===== src/rtl/pc_gen_pkg.sv =====
// Shared encodings and helpers for the fetch-stage PC generator and its
// return-address stack.
package pc_gen_pkg;

   localparam logic [1:0] ST_IDLE  = 2'd0;
   localparam logic [1:0] ST_RUN   = 2'd1;
   localparam logic [1:0] ST_PAUSE = 2'd2;

   typedef enum logic [2:0] {
      SEL_TRAP  = 3'd0,
      SEL_REDIR = 3'd1,
      SEL_HOLD  = 3'd2,
      SEL_RET   = 3'd3,
      SEL_SEQ   = 3'd4
   } pc_sel_e;

   // Both INSTR_BYTES and RAS_DEPTH are powers of two, so this is an exact log2.
   function automatic int unsigned pc_log2(input int unsigned val);
      return $clog2(val);
   endfunction

   // ALIGN_BITS = pc_log2(INSTR_BYTES), RAS_PTR_W = pc_log2(RAS_DEPTH)
   function automatic int unsigned align_bits(input int unsigned instr_bytes);
      return pc_log2(instr_bytes);
   endfunction

   function automatic int unsigned ras_ptr_w(input int unsigned ras_depth);
      return pc_log2(ras_depth);
   endfunction

endpackage


===== src/rtl/pc_ras.sv =====
// Circular return-address stack: pushes past full overwrite the oldest entry,
// the count saturates at RAS_DEPTH.
module pc_ras
   import pc_gen_pkg::*;
#(
   parameter int unsigned XLEN      = 32,
   parameter int unsigned RAS_DEPTH = 4,
   localparam int unsigned RAS_PTR_W = ras_ptr_w(RAS_DEPTH)
) (
   input  logic                 clk_i,
   input  logic                 rst_i,
   input  logic                 push_i,
   input  logic                 pop_i,
   input  logic                 replace_i,
   input  logic                 clear_i,
   input  logic [XLEN-1:0]      wdata_i,
   output logic [XLEN-1:0]      rdata_top_o,
   output logic [RAS_PTR_W:0]   count_o,
   output logic                 empty_o,
   output logic                 full_o
);

   logic [RAS_PTR_W-1:0] top_q, top_d;
   logic [RAS_PTR_W:0]   cnt_q, cnt_d;
   logic [XLEN-1:0]      mem_q [RAS_DEPTH];
   logic [XLEN-1:0]      mem_d [RAS_DEPTH];

   assign empty_o     = (cnt_q == '0);
   assign full_o      = (cnt_q == (RAS_PTR_W+1)'(RAS_DEPTH));
   assign count_o     = cnt_q;
   assign rdata_top_o = mem_q[top_q];

   // The pointer wraps naturally, so a push when full lands on the oldest slot.
   always_comb begin
      top_d = top_q;
      cnt_d = cnt_q;
      mem_d = mem_q;
      if (clear_i) begin
         top_d = '0;
         cnt_d = '0;
      end else if (push_i) begin
         top_d        = top_q + 1'b1;
         mem_d[top_d] = wdata_i;
         if (!full_o) cnt_d = cnt_q + 1'b1;
      end else if (pop_i && !empty_o) begin
         top_d = top_q - 1'b1;
         cnt_d = cnt_q - 1'b1;
      end else if (replace_i && !empty_o) begin
         mem_d[top_q] = wdata_i;
      end
   end

   always_ff @(posedge clk_i or negedge rst_i) begin
      if (!rst_i) begin
         top_q <= '0;
         cnt_q <= '0;
      end else begin
         top_q <= top_d;
         cnt_q <= cnt_d;
      end
   end

   always_ff @(posedge clk_i) begin
      mem_q <= mem_d;
   end

endmodule


===== src/rtl/pc_gen.sv =====
// Fetch-stage program counter: start/stall gated, prioritised next-PC mux
// (trap, redirect, hold, return prediction, sequential) and a return-address stack.
module pc_gen
   import pc_gen_pkg::*;
#(
   parameter int unsigned     XLEN        = 32,
   parameter logic [XLEN-1:0] RESET_VEC   = 32'h0000_0000,
   parameter logic [XLEN-1:0] TRAP_VEC    = 32'h0000_0080,
   parameter int unsigned     INSTR_BYTES = 4,
   parameter int unsigned     RAS_DEPTH   = 4
) (
   input  logic            clk_i,
   input  logic            rst_i,
   input  logic            start_i,
   input  logic            stall_i,
   input  logic            redirect_i,
   input  logic [XLEN-1:0] redirect_pc_i,
   input  logic            trap_i,
   input  logic            call_i,
   input  logic            ret_i,
   output logic [XLEN-1:0] pc_o,
   output logic            pc_valid_o,
   output logic            ras_empty_o,
   output logic            ras_full_o
);

   localparam int unsigned     ALIGN_BITS = align_bits(INSTR_BYTES);
   localparam int unsigned     RAS_PTR_W  = ras_ptr_w(RAS_DEPTH);
   localparam logic [XLEN-1:0] ALIGN_MASK = {XLEN{1'b1}} << ALIGN_BITS;

   logic [1:0]           state_q, state_d;
   logic [XLEN-1:0]      pc_q, pc_d;
   logic                 vld_q, vld_d;
   pc_sel_e              sel;
   logic [XLEN-1:0]      pc_seq;
   logic                 ras_push, ras_pop, ras_replace, ras_clear, ras_ok;
   logic [XLEN-1:0]      ras_top;
   logic [RAS_PTR_W:0]   ras_count;
   logic                 ras_empty, ras_full, ras_has_entry;

   assign pc_seq        = pc_q + XLEN'(INSTR_BYTES);
   assign ras_has_entry = (ras_count != '0);

   // Trap and redirect are honoured while paused so a late redirect is not lost.
   always_comb begin
      sel = SEL_HOLD;
      case (state_q)
         ST_RUN: begin
            if (trap_i)                      sel = SEL_TRAP;
            else if (redirect_i)             sel = SEL_REDIR;
            else if (stall_i)                sel = SEL_HOLD;
            else if (ret_i && ras_has_entry) sel = SEL_RET;
            else                             sel = SEL_SEQ;
         end
         ST_PAUSE: begin
            if (trap_i)          sel = SEL_TRAP;
            else if (redirect_i) sel = SEL_REDIR;
         end
         default: sel = SEL_HOLD;
      endcase
   end

   always_comb begin
      pc_d = pc_q;
      case (sel)
         SEL_TRAP:  pc_d = TRAP_VEC;
         SEL_REDIR: pc_d = redirect_pc_i & ALIGN_MASK;
         SEL_RET:   pc_d = ras_top;
         SEL_SEQ:   pc_d = pc_seq;
         default:   pc_d = pc_q;
      endcase
   end

   // Call+return on a non-empty stack swaps the top instead of pop-then-push.
   always_comb begin
      ras_ok      = (sel == SEL_RET) || (sel == SEL_SEQ);
      ras_clear   = (sel == SEL_TRAP);
      ras_push    = ras_ok && call_i && !(ret_i && ras_has_entry);
      ras_pop     = ras_ok && ret_i && !call_i && ras_has_entry;
      ras_replace = ras_ok && ret_i && call_i && ras_has_entry;
   end

   always_comb begin
      state_d = state_q;
      case (state_q)
         ST_IDLE:  if (start_i)  state_d = ST_RUN;
         ST_RUN:   if (!start_i) state_d = ST_PAUSE;
         ST_PAUSE: if (start_i)  state_d = ST_RUN;
         default:  state_d = ST_IDLE;
      endcase
      vld_d = (state_d == ST_RUN);
   end

   always_ff @(posedge clk_i or negedge rst_i) begin
      if (!rst_i) begin
         state_q <= ST_IDLE;
         pc_q    <= RESET_VEC;
         vld_q   <= 1'b0;
      end else begin
         state_q <= state_d;
         pc_q    <= pc_d;
         vld_q   <= vld_d;
      end
   end

   pc_ras #(
      .XLEN      (XLEN),
      .RAS_DEPTH (RAS_DEPTH)
   ) u_ras (
      .clk_i       (clk_i),
      .rst_i       (rst_i),
      .push_i      (ras_push),
      .pop_i       (ras_pop),
      .replace_i   (ras_replace),
      .clear_i     (ras_clear),
      .wdata_i     (pc_seq),
      .rdata_top_o (ras_top),
      .count_o     (ras_count),
      .empty_o     (ras_empty),
      .full_o      (ras_full)
   );

   assign pc_o        = pc_q;
   assign pc_valid_o  = vld_q;
   assign ras_empty_o = ras_empty;
   assign ras_full_o  = ras_full;

endmodule


===== config.mk =====
export PLATFORM = sky130hd
export DESIGN_NAME = pc_gen
export DESIGN_NICKNAME = d
export VERILOG_FILES = /design/src/rtl/pc_gen_pkg.sv /design/src/rtl/pc_ras.sv /design/src/rtl/pc_gen.sv
export SDC_FILE = /design/constraint.sdc
export NUM_CORES = 1
export LEC_CHECK = 0
export ABC_AREA = 1
export BUFFER_PORTS_ARGS = -buffer_cell sky130_fd_sc_hd__buf_2
export CAP_MARGIN = 20
export CORE_ASPECT_RATIO = 0.7
export CORE_MARGIN = 2
export CORE_UTILIZATION = 30
export CTS_CLUSTER_DIAMETER = 30
export DETAILED_ROUTE_END_ITERATION = 16
export HOLD_SLACK_MARGIN = 0.08
export PLACE_DENSITY = 0.5
export SLEW_MARGIN = 0
export SYNTH_ARGS = -nofsm -noshare
export SYNTH_HDL_FRONTEND = slang
export SYNTH_HIERARCHICAL = 1
export SYNTH_SLANG_ARGS = --single-unit

===== constraint.sdc =====
create_clock -name clk_i -period 7.45 [get_ports clk_i]
set_input_delay 0 -clock clk_i [delete_from_list [all_inputs] [get_ports clk_i]]
set_output_delay 0 -clock clk_i [all_outputs]
set_load 0.005 [all_outputs]

==> summary by stage, run 1 <==
Outcome
The run finished with clean final reports.

Synth
The post-synthesis instance total is 1017. Synthesis inferred 168 register bits. The most common cell in the synthesized netlist is nor2_1. The top-area cell type share of the netlist area is 43.03%. The count of flip-flops with a built-in enable after synthesis is 128. After synthesis, flip-flops and latches occupy 54.24% of the total area. Ranked by instance count, the synthesized netlist is headed by nor2_1 (231), nand2_1 (224), edfxtp_1 (128).

The number of library cell types mapped by synthesis is 42. The largest area contributor in the synthesized netlist is edfxtp_1. Each instance of the synthesized netlist takes up on average 8.783 um2. Counting every net in the synthesized netlist gives 1067. The synthesized netlist occupies a cell area of 8932 um2. By area the synthesized netlist is led by edfxtp_1 (43%), dfrtp_1 (11%), nor2_1 (9.7%), nand2_1 (9.4%), inv_1 (3.8%).

The number of synthesis warnings is 6. The most common flop cell mapped by yosys is edfxtp_1. For this run, asynchronously set or reset flops after synthesis account for 23.81%.

Routing
The number of vias after detailed routing is 7213. The total detailed-routing wirelength is 26120 um. The number of vias per cell is 4.815. The first detailed-routing pass took 6 iterations. In the final routed layout, each cell accounts on average for 17.44 um. After detailed routing, the number of remaining DRC violations is 0. For this block, the initial DRC count from the detailed router was 621.

The number of nets with antenna violations after routing is 0.

Place
Once placement completed, the tool counted placed cells totaling 1433. After legalization and detailed placement, the total HPWL measured 15740 um. The last weighted congestion value of the routability-driven placer is 0.8444. The total of buffers placed on input and output ports is 72.

STA
The number of pins exceeding their max-slew limit in the final report is 0. Setup repair after global routing left no endpoint under its margin. The total negative slack is 0 ps. The share of the clock period used by the worst path is 64.20%.

The worst slew margin relative to its limit is 30.17%. The transition time of the tightest slew-check pin is 1045 ps. Based on the critical path, the design can be clocked at up to 209.1 MHz. The number of endpoints failing setup at the final stage is 0. Subtracting the final worst setup slack from the clock period gives 4783 ps. The number of hold violations in the final report is 0. The setup skew after layout is 9.717 ps.

Power and ir drop
Combinational cells account for 38.6% of the total power. The areal power density over the cells is 359.8 nW/um2. The total leakage power is 4.163 nW. The internal portion of total power is 0.002186 W. The largest voltage drop on the vdd net is 0.0002001 V. The switching part of the total power is 42.38%. The analysis attributes to net switching a power of 0.001608 W. The share of power burned in registers is 34.8%. Of the total power, the clock network draws 26.6%.

Clocking
No sink is reached through more buffers than the 2 on the longest clock path. Counting the buffers created by CTS gives 17. The clock net in this run drives a total of 168 sinks. For the worst-skew pair, the clock arrives at the later sink with an insertion delay of 430 ps. The clock tree from TritonCTS is yes.

After clock tree synthesis, the clock-pin slew on the worst setup and hold paths is 70 ps. The cell sitting at the root of the clock tree is a clkbuf_16. The maximum level of the CTS H-tree is 4. The post-CTS setup buffer count is 0.

Floorplan
The initial standard-cell utilization of the core is 30.71%. The placeable core region is 29080 um2. The number of I/O pins is 75.

The die boundary width is 210.2 um. In this run the vertical extent of the chip is 148.4 um. The die covers 31190 um2. The initialized floorplan defines 52 standard-cell rows.

GRT
The via count of the first global-routing pass was 6878. The largest net degree at the start of global routing is 69. The number of antenna violations at the first check in global routing was 0.

The total overflow left after global routing is 0. The overall routing resource usage is 17.03%. The first global-routing pass estimated 40050 um of wire.

Worst setup path
STA classifies the critical path endpoint as a register. The type of the setup path with the least slack is reg -> reg. The critical path data arrival time is 4890 ps.

Data on the critical path is required at its endpoint by 7550 ps. The startpoint class of the critical path is a register. Along the worst path, the maximum fanout reaches 33.

Finish
The final instance count without filler cells is 1498. The number of nets in the finished design is 1157. The number of antenna diodes in the final layout is 0. The post-route core utilization is 36.26%. The layout cell share with drive strength beyond 1 is 15.00%. The area growth from synthesis to layout is 18.06%.

Worst hold path
The tightest min-delay check is of the in -> reg type.

Run
Max-cap violations in this run came to 0.
## sequential cells by signal, summed over array words and instances, names as in the netlist
signal	flops
pc_o	32
pc_valid_o	1
u_ras/mem_q	128
u_ras/count_o	3
u_ras/top_q	2
state_q	2
## worst max-delay path: stages (launching register included)
cell	delay [ps]
dfrtp_1	420
inv_1	90
ha_1	350
nand3_1	120
clkinv_1	90
nand2_4	80
nor2_4	820
inv_1	180
nand2_1	90
and3_1	550
inv_2	130
nand2_1	140
o21ai_4	60
buf_4	290
a21oi_4	600
buf_4	400
## final timing paths
check / from / endpoint / slack [ps] / depth (start not counted)
setup / recovery: state_q[0]$_DFF_PN0_ / u_ras/mem_q[41]$_DFFE_PP_ / 2670 / 15
hold / removal: stall_i / pc_o[7]$_DFFE_PN0N_ / 160 / 7
setup reg to reg: state_q[0]$_DFF_PN0_ / u_ras/mem_q[41]$_DFFE_PP_ / 2670 / 15
hold reg to reg: pc_o[1]$_DFFE_PN0P_ / pc_o[1]$_DFFE_PN0P_ / 510 / 2
max in group asynchronous: rst_i / u_ras/top_q[0]$_DFFE_PN0P_ / 6770 / 3
min in group asynchronous: rst_i / u_ras/count_o[0]$_DFFE_PN0P_ / 220 / 3
## area by class of cell
cell class | count | area [um2]
clock buffer | 17 | 425.4
clock inverter | 15 | 237.7
tap | 378 | 473.0
inverter | 100 | 379.1
sequential | 168 | 4846
timing repair buffer | 118 | 788.3
multi-input combinational | 702 | 3396
fill | 2957 | 18540
## kinds of logic after synthesis
logic type | Yosys count | synth area share, %
fa+ha+maj | 10 | 1.485
mux | 2 | 0.5042
flops | 168 | 54.24
xor+xnor | 14 | 1.541
compound gates | 119 | 7.438
simple gates | 557 | 26.54
buf+inv | 147 | 8.250
## power by group through the flow
stage | clock network [W] | registers [W] | logic, W
4_1_cts | 0.00103 | 0.00132 | 0.00147
6_report | 0.00101 | 0.00132 | 0.00147
3_3_place_gp | 0 | 0.00133 | 0.00144
2_1_floorplan | 0 | 0.00129 | 0.00104
5_1_grt | 0.00106 | 0.00134 | 0.00164
3_5_place_dp | 0 | 0.00134 | 0.00145
## metrics by stage
step	instance area [um2]	power, W	hold WS, ps	setup WS (ps)
after global routing	10550	0.004032	202.3	2265
after detailed placement	9552	0.002786	149.0	2646
after CTS	10550	0.003813	160.7	2615
final	10550	0.003795	158.9	2667
after floorplan	8932	0.002332	-295.6	3484
after global placement	9552	0.002777	145.2	2663
## per-layer routing
layer,up-vias,track usage (%),routed length [um]
met5,-,0,0
met4,0,3.298,148
met3,12,3.125,1157
met2,177,26.87,11760
met1,3516,24.57,13050
li1,3508,-,-
## cells in the final DEF, fill, tap and decap left out, types with 24 or more instances in the layout
| master | synthesis | final |
|---|---|---|
| buf_2 | 15 | 72 |
| dfrtp_1 | 40 | 39 |
| dlygate4sd3_1 | 0 | 33 |
| edfxtp_1 | 128 | 128 |
| inv_1 | 91 | 91 |
| nand2_1 | 224 | 224 |
| nand3_1 | 24 | 24 |
| nand4_1 | 29 | 29 |
| nor2_1 | 231 | 231 |
| o21ai_0 | 66 | 66 |
| o22ai_1 | 32 | 32 |
## timing repair
| item | CTS | global route |
|---|---|---|
| endpoints found under the hold margin | 74 | 0 |
| setup endpoints to repair | 0 | 0 |
| hold buffers | 33 | 0 |
| gates resized for setup | 0 | 0 |
(Power assumes the default switching activity.)
==> inputs of run 2 (changes only) <==
--- a/config.mk
+++ b/config.mk
@@ -14,7 +14,7 @@
 export CTS_CLUSTER_DIAMETER = 30
 export DETAILED_ROUTE_END_ITERATION = 16
 export HOLD_SLACK_MARGIN = 0.08
-export PLACE_DENSITY = 0.5
+export PLACE_DENSITY = 0.51
 export SLEW_MARGIN = 0
 export SYNTH_ARGS = -nofsm -noshare
 export SYNTH_HDL_FRONTEND = slang
==> constraint.sdc (replaced) <==
create_clock -name clk_i -period 4.35 [get_ports clk_i]
set_input_delay 0 -clock clk_i [delete_from_list [all_inputs] [get_ports clk_i]]
set_output_delay 0 -clock clk_i [all_outputs]
set_load 0.005 [all_outputs]
==> run 2 against run 1 <==
Combinational power is 69% higher. Critical path depth is 3 lower. Sequential share of layout area is 0.18 points higher. Count of clock-buffer cells in the layout stayed put. Global-route usage is 0.074 points higher. Critical path type unchanged. Wire length is 1.3% lower. Clock skew is 7.6 ps higher. Hold slack better by 6.3 ps. Sequential power is 72% higher.
==> summary by stage, run 2 (same netlist as run 1, synthesis figures left out) <==
Outcome
Outcome: complete, no violations (unchanged).

Finish
The post-route core utilization is 36.12% (was 36.26%). The area of the multi-input gates is 3396 um2 (unchanged). The most common cell after layout, fill and taps aside was nor2_1 (unchanged).

The largest register by flop count is u_ras/mem_q (unchanged). The relative area change from synthesis to final layout is 17.59% (was 18.06%). Commonest cells after routing, fill and taps aside: nor2_1 (231), nand2_1 (224), edfxtp_1 (128) (unchanged). The flip-flop count of the largest register, all copies and words added is 128 (unchanged). The number of nets in the finished design came to 1158 (was 1157). The count of filler cells inserted in the layout is 3003 (was 2957).

The area occupied by registers is 4846 um2 (unchanged). The layout cell share with drive strength beyond 1 is 15.08% (was 15.00%).

Place
The last weighted congestion value of the routability-driven placer is 0.8407 (was 0.8444). The worst slack at placement is 855.6 ps (was 2646 ps). The half-perimeter wire length after placement came to 15900 um (was 15740 um). The total of buffers placed on input and output ports is 72 (unchanged).

Floorplan
The overall die area was 31190 um2 (unchanged). The number of I/O pins was 75 (unchanged). The number of standard-cell rows in the floorplan is 52 (unchanged). The die boundary width is 210.2 um (unchanged). The initial standard-cell utilization of the core is 30.71% (unchanged). The die span in y is 148.4 um (unchanged). The placeable core region is 29080 um2 (unchanged).

GRT
The number of antenna violations at the first check in global routing was 0 (unchanged). The global-route wire length before repair is 40190 um (was 40050 um). The via count of the first global-routing pass came to 6828 (was 6878). The overall routing resource usage is 17.10% (was 17.03%). The largest net degree at the start of global routing is 69 (unchanged). The total congestion overflow was 0 (unchanged).

Routing
The wire length per cell came to 17.19 um (was 17.44 um). The count of unresolved DRC violations after routing was 0 (unchanged). The number of vias per cell is 4.719 (was 4.815). The number of nets with antenna violations after routing is 0 (unchanged). The total detailed-routing wirelength is 25790 um (was 26120 um). The number of optimization iterations in the first detailed-route pass is 5 (was 6). The number of vias after detailed routing is 7079 (was 7213). The DRC marker count from the first detailed-route iteration is 603 (was 621).

Worst setup path
The type of the setup path with the least slack was reg -> reg (unchanged). The maximum cell stage delay along the critical path is 560 ps (was 820 ps). The critical path data arrival time is 3530 ps (was 4890 ps). The worst-path maximum fanout is 25 (was 33).

The kind of end point of the critical path was a register (unchanged). The critical path buffer and inverter count was 3 (was 6). Cell breakdown of the critical path: inv_1, ha_1, inv_1, nor3_4, nand2_2, nor2_4, nand3_2, nand2_1, and3_1, nand2_4, a21oi_4, buf_4 (was inv_1, ha_1, nand3_1, clkinv_1, nand2_4, nor2_4, inv_1, nand2_1, and3_1, inv_2, nand2_1, o21ai_4, buf_4, a21oi_4, buf_4).

The cell class contributing the biggest share of worst-path delay is simple AND/OR/NAND/NOR gates (unchanged). The cell that appears most often on the critical path is inv_1. The critical path data required time is 4420 ps (was 7550 ps). The startpoint class of the critical path is a register (unchanged). The master of the slowest instance on the critical path is and3_1 (was nor2_4).

Power and ir drop
The areal power density over the cells is 597.6 nW/um2 (was 359.8 nW/um2). The total leakage power came to 4.134 nW (was 4.163 nW). The largest voltage drop on the vdd net was 0.0003313 V (was 0.0002001 V).

STA
The transition time of the tightest slew-check pin was 826.0 ps (was 1045 ps). The setup skew after layout is 17.36 ps (was 9.717 ps). The worst slew margin relative to its limit was 44.88% (was 30.17%). The maximum achievable frequency came to 289.0 MHz (was 209.1 MHz).

The worst setup slack after layout is 889.3 ps (was 2667 ps). The number of endpoints failing setup at the final stage is 0 (unchanged). The shortest clock period the worst path allows after layout is 3461 ps (was 4783 ps). The total negative slack was 0 ps (unchanged).

The share of the clock period used by the worst path came to 79.56% (was 64.20%). Setup repair after global routing missed its margin: no (unchanged). The number of hold violations in the final report is 0 (unchanged).

The number of pins exceeding their max-slew limit in the final report is 0 (unchanged).

Clocking
The maximum level of the CTS H-tree is 4 (unchanged). The number of buffers added to fix hold violations after cts came to 33 (unchanged). The clock tree from TritonCTS is yes (unchanged). The source-to-sink clock delay at the later pin of the worst-skew pair was 440 ps (was 430 ps). The clock transition at the registers of the reported paths is 70 ps (about the same). The post-CTS setup buffer count is 0 (unchanged). The number of buffers inserted during clock tree synthesis is 17 (unchanged). The buffer levels on the longest clock path is 2 (unchanged).

The number of clock sinks seen by CTS is 168 (unchanged). The clock tree root driver cell was clkbuf_16 (unchanged). The number of gates resized after cts is 0 (unchanged).

Run
The max-cap check violation count is 0 (unchanged).

Worst hold path
The classification of the worst-slack hold path is in -> reg (unchanged).
-- run 2: through the flow --
stage / cells / power [W] / instance area [um2] / hold WS (ps)
2_1_floorplan: 1017 / 0.003994 / 8932 / -295.6
3_3_place_gp: 1434 / 0.004758 / 9584 / 149.6
6_report: 1500 / 0.006277 / 10500 / 165.2
4_1_cts: 1499 / 0.006329 / 10500 / 157.9
3_5_place_dp: 1434 / 0.004773 / 9584 / 158.8
5_1_grt: 1499 / 0.006728 / 10500 / 228.9
-- run 2: cell type report --
type | instances | area share, %
multi-input combinational | 702 | 32.33
clock buffer | 17 | 4.050
clock inverter | 15 | 1.537
tap | 378 | 4.503
sequential | 168 | 46.13
inverter | 100 | 3.609
timing repair buffer | 119 | 7.814
antenna | 1 | 0.02382
-- run 2: tightest hold or removal path: stages --
cell and delay (ps):
buf_2 70, inv_1 60, nand4_1 100, o21ai_0 80, nand4_1 140, nand2_1 60
inv_1 40
-- run 2: path summary, 6_finish.rpt --
check | to | slack, ps | startpoint | cells past startpoint
setup / recovery | u_ras/mem_q[104]$_DFFE_PP_ | 890 | state_q[1]$_DFF_PN0_ | 12
hold / removal | pc_o[7]$_DFFE_PN0N_ | 170 | stall_i | 7
setup reg to reg | u_ras/mem_q[104]$_DFFE_PP_ | 890 | state_q[1]$_DFF_PN0_ | 12
hold reg to reg | u_ras/count_o[1]$_DFFE_PN0P_ | 530 | u_ras/count_o[1]$_DFFE_PN0P_ | 2
max in group asynchronous | u_ras/top_q[0]$_DFFE_PN0P_ | 3690 | rst_i | 3
min in group asynchronous | u_ras/count_o[1]$_DFFE_PN0P_ | 200 | rst_i | 3
-- run 2: metal layers --
metal	share of wire [%]	global-route usage (%)	wire length, um	vias to the layer above
li1	-	-	-	3530
met1	49	24.62	12760	3383
met2	46	27.20	11750	154
met3	4.2	2.724	1073	12
met4	0.80	3.652	207	0
met5	0	0	0	-
-- run 2: power by group --
part | leakage (nW) | internal (W) | switching [W]
logic | 2.13 | 0.000740 | 0.00174
registers | 1.72 | 0.00197 | 0.000302
clock network | 0.283 | 0.000814 | 0.000709
total | 4.13 | 0.00352 | 0.00275
